`src/rtl/sipo_pkg.sv`:
```
// Shared types and helpers for the serial-to-parallel frame assembler
// that sits between the FIR decimator and the FFT input.
package sipo_pkg;

  typedef enum logic {
    FILL = 1'b0,
    RUN  = 1'b1
  } state_e;

  // Fill/hop counter width: must be able to hold values up to N.
  function automatic int cnt_w(input int n);
    return (n < 1) ? 1 : $clog2(n + 1);
  endfunction

  // FFT input convention: lane i occupies bits [lane_lsb(i,w) +: w], lane 0 oldest.
  function automatic int lane_lsb(input int lane, input int w);
    return lane * w;
  endfunction

endpackage

```
`src/rtl/sipo_frame_asm_if.sv`:
```
// Sample-in / frame-out bundle of the frame assembler.
interface sipo_frame_asm_if #(
  parameter int DATA_W = 16,
  parameter int N      = 16,
  parameter int CNT_W  = 16
);
  logic                  in_valid;
  logic [DATA_W-1:0]     in_data;
  logic                  flush;
  logic                  out_valid;
  logic                  out_ready;
  logic [N*DATA_W-1:0]   out_data;
  logic                  overflow;
  logic [CNT_W-1:0]      drop_cnt;

  modport master (
    output in_valid, in_data, flush, out_ready,
    input  out_valid, out_data, overflow, drop_cnt
  );

  modport slave (
    input  in_valid, in_data, flush, out_ready,
    output out_valid, out_data, overflow, drop_cnt
  );
endinterface

```
`src/rtl/sipo_shift_lanes.sv`:
```
// N x DATA_W sample shift register: newest sample enters lane N-1, lane 0 is oldest.
// Exposes the post-update contents so a completing sample lands in the captured frame.
module sipo_shift_lanes #(
  parameter int DATA_W = 16,
  parameter int N      = 16
) (
  input  logic                        clk,
  input  logic                        rst,
  input  logic                        en,
  input  logic                        clr,
  input  logic [DATA_W-1:0]           din,
  output logic [N-1:0][DATA_W-1:0]    nxt_o
);

  logic [N-1:0][DATA_W-1:0] lanes_q, lanes_d, shifted;

  for (genvar i = 0; i < N; i++) begin : g_lane
    if (i == N - 1) begin : g_top
      assign shifted[i] = din;
    end else begin : g_mid
      assign shifted[i] = lanes_q[i+1];
    end
  end

  // Clear beats shift so a sample coincident with flush is discarded.
  always_comb begin
    lanes_d = lanes_q;
    if (clr)     lanes_d = '0;
    else if (en) lanes_d = shifted;
  end

  always_ff @(posedge clk or negedge rst) begin
    if (!rst) lanes_q <= '0;
    else      lanes_q <= lanes_d;
  end

  assign nxt_o = lanes_d;

endmodule

```
`src/rtl/sipo_frame_asm.sv`:
```
// Frame assembler top: fill/hop control FSM, held-frame register with valid/ready,
// and a saturating count of frames dropped because the held one was not taken.
module sipo_frame_asm
  import sipo_pkg::*;
#(
  parameter int DATA_W = 16,
  parameter int N      = 16,
  parameter int HOP    = 16,
  parameter int CNT_W  = 16
) (
  input  logic               clk,
  input  logic               rst,
  sipo_frame_asm_if.slave    bus
);

  localparam int             CW        = cnt_w(N);
  localparam logic [CW-1:0]  FILL_LAST = CW'(N - 1);
  localparam logic [CW-1:0]  HOP_LAST  = CW'(HOP - 1);

  state_e                    state_q, state_d;
  logic [CW-1:0]             cnt_q, cnt_d;
  logic                      complete;

  logic [N-1:0][DATA_W-1:0]  lanes_nxt;
  logic [N-1:0][DATA_W-1:0]  hold_q, hold_d;
  logic                      valid_q, valid_d;
  logic                      ovf_q, ovf_d;
  logic [CNT_W-1:0]          drop_q, drop_d;

  sipo_shift_lanes #(
    .DATA_W (DATA_W),
    .N      (N)
  ) u_lanes (
    .clk   (clk),
    .rst   (rst),
    .en    (bus.in_valid),
    .clr   (bus.flush),
    .din   (bus.in_data),
    .nxt_o (lanes_nxt)
  );

  // Control FSM: one shared counter, counting to N in FILL and to HOP in RUN.
  always_comb begin
    state_d  = state_q;
    cnt_d    = cnt_q;
    complete = 1'b0;
    if (bus.flush) begin
      state_d = FILL;
      cnt_d   = '0;
    end else if (bus.in_valid) begin
      case (state_q)
        FILL: begin
          if (cnt_q == FILL_LAST) begin
            complete = 1'b1;
            state_d  = RUN;
            cnt_d    = '0;
          end else begin
            cnt_d = cnt_q + CW'(1);
          end
        end
        RUN: begin
          if (cnt_q == HOP_LAST) begin
            complete = 1'b1;
            cnt_d    = '0;
          end else begin
            cnt_d = cnt_q + CW'(1);
          end
        end
        default: begin
          state_d = FILL;
          cnt_d   = '0;
        end
      endcase
    end
  end

  always_ff @(posedge clk or negedge rst) begin
    if (!rst) begin
      state_q <= FILL;
      cnt_q   <= '0;
    end else begin
      state_q <= state_d;
      cnt_q   <= cnt_d;
    end
  end

  // A completion may replace the held frame only if it is absent or leaving this cycle.
  always_comb begin
    hold_d  = hold_q;
    valid_d = valid_q;
    ovf_d   = 1'b0;
    drop_d  = drop_q;
    if (complete) begin
      if (!valid_q || bus.out_ready) begin
        hold_d  = lanes_nxt;
        valid_d = 1'b1;
      end else begin
        ovf_d = 1'b1;
        if (drop_q != '1) drop_d = drop_q + CNT_W'(1);
      end
    end else if (valid_q && bus.out_ready) begin
      valid_d = 1'b0;
    end
  end

  always_ff @(posedge clk or negedge rst) begin
    if (!rst) begin
      hold_q  <= '0;
      valid_q <= 1'b0;
      ovf_q   <= 1'b0;
      drop_q  <= '0;
    end else begin
      hold_q  <= hold_d;
      valid_q <= valid_d;
      ovf_q   <= ovf_d;
      drop_q  <= drop_d;
    end
  end

  for (genvar g = 0; g < N; g++) begin : g_out
    assign bus.out_data[lane_lsb(g, DATA_W) +: DATA_W] = hold_q[g];
  end

  assign bus.out_valid = valid_q;
  assign bus.overflow  = ovf_q;
  assign bus.drop_cnt  = drop_q;

endmodule

```
`src/flat_wrapper.sv`:
```
// flat-port wrapper written by rule: the top's interface ports become plain ports
module sipo_frame_asm_flat import sipo_pkg::*;
#(
  parameter int DATA_W = 16,
  parameter int N      = 16,
  parameter int HOP    = 16,
  parameter int CNT_W  = 16
)
  (clk, rst, bus_in_valid, bus_in_data, bus_flush, bus_out_ready, bus_out_valid, bus_out_data, bus_overflow, bus_drop_cnt);
  sipo_frame_asm_if #(.DATA_W(DATA_W), .N(N), .CNT_W(CNT_W)) bus_i ();
  input  logic clk;
  input  logic rst;
  input wire logic [$bits(bus_i.in_valid)-1:0] bus_in_valid;
  input wire logic [$bits(bus_i.in_data)-1:0] bus_in_data;
  input wire logic [$bits(bus_i.flush)-1:0] bus_flush;
  input wire logic [$bits(bus_i.out_ready)-1:0] bus_out_ready;
  output wire logic [$bits(bus_i.out_valid)-1:0] bus_out_valid;
  output wire logic [$bits(bus_i.out_data)-1:0] bus_out_data;
  output wire logic [$bits(bus_i.overflow)-1:0] bus_overflow;
  output wire logic [$bits(bus_i.drop_cnt)-1:0] bus_drop_cnt;
  assign bus_i.in_valid = bus_in_valid;
  assign bus_i.in_data = bus_in_data;
  assign bus_i.flush = bus_flush;
  assign bus_i.out_ready = bus_out_ready;
  assign bus_out_valid = bus_i.out_valid;
  assign bus_out_data = bus_i.out_data;
  assign bus_overflow = bus_i.overflow;
  assign bus_drop_cnt = bus_i.drop_cnt;
  sipo_frame_asm #(.DATA_W(DATA_W), .N(N), .HOP(HOP), .CNT_W(CNT_W)) u_core (.clk(clk), .rst(rst), .bus(bus_i));
endmodule
```
`config.mk`:
```
export PLATFORM = sky130hd
export DESIGN_NAME = sipo_frame_asm_flat
export DESIGN_NICKNAME = d
export VERILOG_FILES = /design/src/rtl/sipo_pkg.sv /design/src/rtl/sipo_frame_asm_if.sv /design/src/rtl/sipo_shift_lanes.sv /design/src/rtl/sipo_frame_asm.sv /design/src/flat_wrapper.sv
export SDC_FILE = /design/constraint.sdc
export NUM_CORES = 1
export LEC_CHECK = 0
export ABC_CLOCK_PERIOD_IN_PS = 2200
export BUFFER_PORTS_ARGS = -buffer_cell sky130_fd_sc_hd__buf_2
export CAP_MARGIN = 0
export CORE_ASPECT_RATIO = 0.7
export CORE_MARGIN = 5
export CORE_UTILIZATION = 54
export CTS_CLUSTER_SIZE = 28
export DETAILED_ROUTE_END_ITERATION = 8
export PLACE_DENSITY = 0.74
export SYNTH_ARGS = -nofsm -noshare
export SYNTH_HDL_FRONTEND = slang
export SYNTH_SLANG_ARGS = --single-unit
```
`constraint.sdc`:
```
create_clock -name clk -period 2.2 [get_ports clk]
set_input_delay 0.22 -clock clk [delete_from_list [all_inputs] [get_ports clk]]
set_output_delay 0.22 -clock clk [all_outputs]
set_load 0.005 [all_outputs]
```
==> impl_metrics.yaml <==
synthesis:
  syn_inst: 1471
  ys_seq_elements: 535
  ys.flop_type: "dfrtp_1"
  syn-cell-area_mm2: 0.0208
  yosys_warnings: 0
  yosysSeqAreaShare: 0.644
  synth_edf_count: 0
  yosys.cell_types.count: 31
  syn_nets: 1494
  synth.avg_cell_area_um2: 14.1
  async_flop_share: 1.00
worst_setup_path:
  r2r_cells: 6
  setup.worst_path.end: "u_core.bus.out_data[163]"
  critPathMaxFanout: 28
  r2r-start: "u_core.cnt_q[0]"
  cp_data_arrival_time_ns: 2.44
  startpoint_type: "register"
  crit_path_end_kind: "register"
  reg2reg_setup_slack_ns: 0.20
  r2r-end: "u_core.bus.out_data[163]"
  crit_start: "u_core.cnt_q[0]"
  critPathKind: "register to register"
  required_ns: 2.64
die:
  die_w_um: 245
  num_io_pins: 295
  die_y_um: 174
  fp.dieArea_mm2: 0.0426
  coreArea_mm2: 0.0382
  std_cell_rows: 60
  initial_utilization: 0.544
cells_and_area:
  instances_no_fill: 2327
  num-fill-cells: 2792
  syn_to_final_growth_pct: 20.7
  drive_gt1_frac: 0.242
  nets: 1815
  antenna_cells: 0
drt:
  wire_per_inst_um: 20.6
  dr_total_vias: 12500
  first_pass_iters: 5
  via_per_inst: 5.37
  drc: 0
  drtIter0Drc: 830
  wl_um: 47800
  drt.antenna.violating_nets: 0
power:
  power_density_mw_per_mm2: 792
  ir_drop_mv: 0.640
  p_leak_nw: 14.2
  power_mw: 19.9
global_routing:
  overflow: 0
  grt_pass1_wl_um: 76500
  antenna_found_initial: 0
  grt_max_degree: 139
  grt_pass1_vias: 13100
  grt_usage: 0.224
cts:
  root_buffer: "clkbuf_16"
  cts_num_sinks: 535
  cts_tree: "done"
  cts_resized: 0
  clk_latency_ns: 0.56
  clockBufferDepth: 3
  numCtsBuffers: 50
  htreeDepth: 2
  clk_pin_slew_ns: 0.06
min_path:
  min_path_type: "input port to register"
sta:
  finClkSkew_ns: 0.0105
  slew_viol_final: 0
  hold_viol_final: 0
  final.min_clock_period_ns: 2.00
  tightest_slew_ns: 0.728
  maxSlewHeadroom: 0.515
  timing.final.crit_share: 0.911
  tns_ns: 0
  max_freq_mhz: 499
  setup_viol: 0
  rsz0062_at_grt: "false"
placed_design:
  routabilityCongestion: 0.822
  port_buffers: 294
  place_inst: 2219
  dp_hpwl_um: 32600
job:
  cap_violations: 0
status:
  status: "finished clean"
==> repair_timing <==
action	4_1_cts	5_1_grt
endpoints found under the hold margin	115	0
hold buffers	17	0
setup buffers	0	0
==> cell type report <==
cell class | count | area (µm²) | area share
repair buffers | 357 | 2300 | 0.0918
flip-flops and latches | 535 | 13400 | 0.533
well taps | 496 | 621 | 0.0247
inverters | 3 | 11.3 | 0.000448
clock buffers | 80 | 1590 | 0.0632
multi-input cells | 845 | 6970 | 0.278
clock inverters | 11 | 223 | 0.00887
==> stage by stage <==
stage / hold WS (ns) / utilization / setup WS (ns) / cell area (µm²)
after floorplan: -0.0756 / - / 0.386 / 20800
after global placement: 0.185 / 0.605 / 0.261 / 23100
after detailed placement: 0.188 / 0.605 / 0.209 / 23100
after CTS: 0.0385 / 0.657 / 0.191 / 25100
after global routing: 0.0779 / 0.657 / 0.110 / 25100
final: 0.0675 / 0.657 / 0.196 / 25100
==> synth_stat cells (6+ instances only) <==
master | instances | area (µm²)
buf_4 | 10 | 75.1
mux2_1 | 240 | 2700
and3_1 | 6 | 37.5
a21oi_1 | 6 | 30.0
nor2_1 | 263 | 987
buf_2 | 55 | 275
mux2i_1 | 258 | 2580
mux2_2 | 17 | 191
clkbuf_1 | 19 | 71.3
xor2_1 | 14 | 123
nand2_1 | 10 | 37.5
dfrtp_1 | 535 | 13400
==> state kept, by name, indices dropped and copies added, names as in the netlist <==
signal / cells
u_core.bus.out_data: 256
u_core.u_lanes.lanes_q: 256
u_core.bus.drop_cnt: 16
u_core.cnt_q: 5
u_core.bus.out_valid: 1
u_core.bus.overflow: 1
==> placed cells by master, fill, tap and decap left out, types with 2 or more instances in the layout <==
cell           instances
clkinv_2               2
and3_1                 6
a2111oi_2              3
nand2_1               10
dlygate4sd3_1         17
clkbuf_16             53
nor2_1               263
nand4_1                5
a211oi_1               4
bufinv_16              6
ha_1                   2
buf_4                 23
dfrtp_1              535
mux2_1               240
buf_12                23
inv_1                  3
and2_1                 2
a21oi_1                6
buf_2                291
buf_8                  3
mux2i_1              258
clkbuf_8              16
nor3_1                 3
clkbuf_1              11
mux2_2                17
xor2_1                14
==> report_power, final <==
part	internal, mW	leakage (nW)	switching, mW
clock network	5.64	0.885	3.66
registers	9.87	7.46	0.0320
logic	0.214	5.89	0.448
==> worst max-delay path, stage by stage (launching register included) <==
cell and delay (ns):
dfrtp_1 0.40, ha_1 0.24, and4_2 0.30, nand3_4 0.16
buf_12 0.19, buf_12 0.20, mux2_1 0.36
==> routing by layer <==
layer	global-route usage	share of wire	up-vias
met5	0	0	-
met4	0.0488	0.020	0
met3	0.0450	0.051	65
met2	0.334	0.45	290
met1	0.346	0.48	6414
li1	-	-	5716
==> cells by family after synthesis <==
family | synth area share
buf+inv | 0.0215
flops | 0.644
xor+xnor | 0.00589
mux | 0.263
simple gates | 0.0580
compound gates | 0.00644
fa+ha+maj | 0.00120
==> how the worst min path moves through the flow <==
stage,cells after the start,endpoint,slack [ns],startpoint
2_1_floorplan,0,u_core.bus.drop_cnt[0],-0.08,rst
3_3_place_gp,1,u_core.u_lanes.lanes_q[89],0.18,rst
3_5_place_dp,1,u_core.u_lanes.lanes_q[87],0.19,rst
4_1_cts,4,u_core.bus.overflow,0.04,bus_flush
5_1_grt,4,u_core.bus.overflow,0.08,bus_flush
6_report,4,u_core.bus.overflow,0.07,bus_flush
Power figures use the tool's default switching activity.
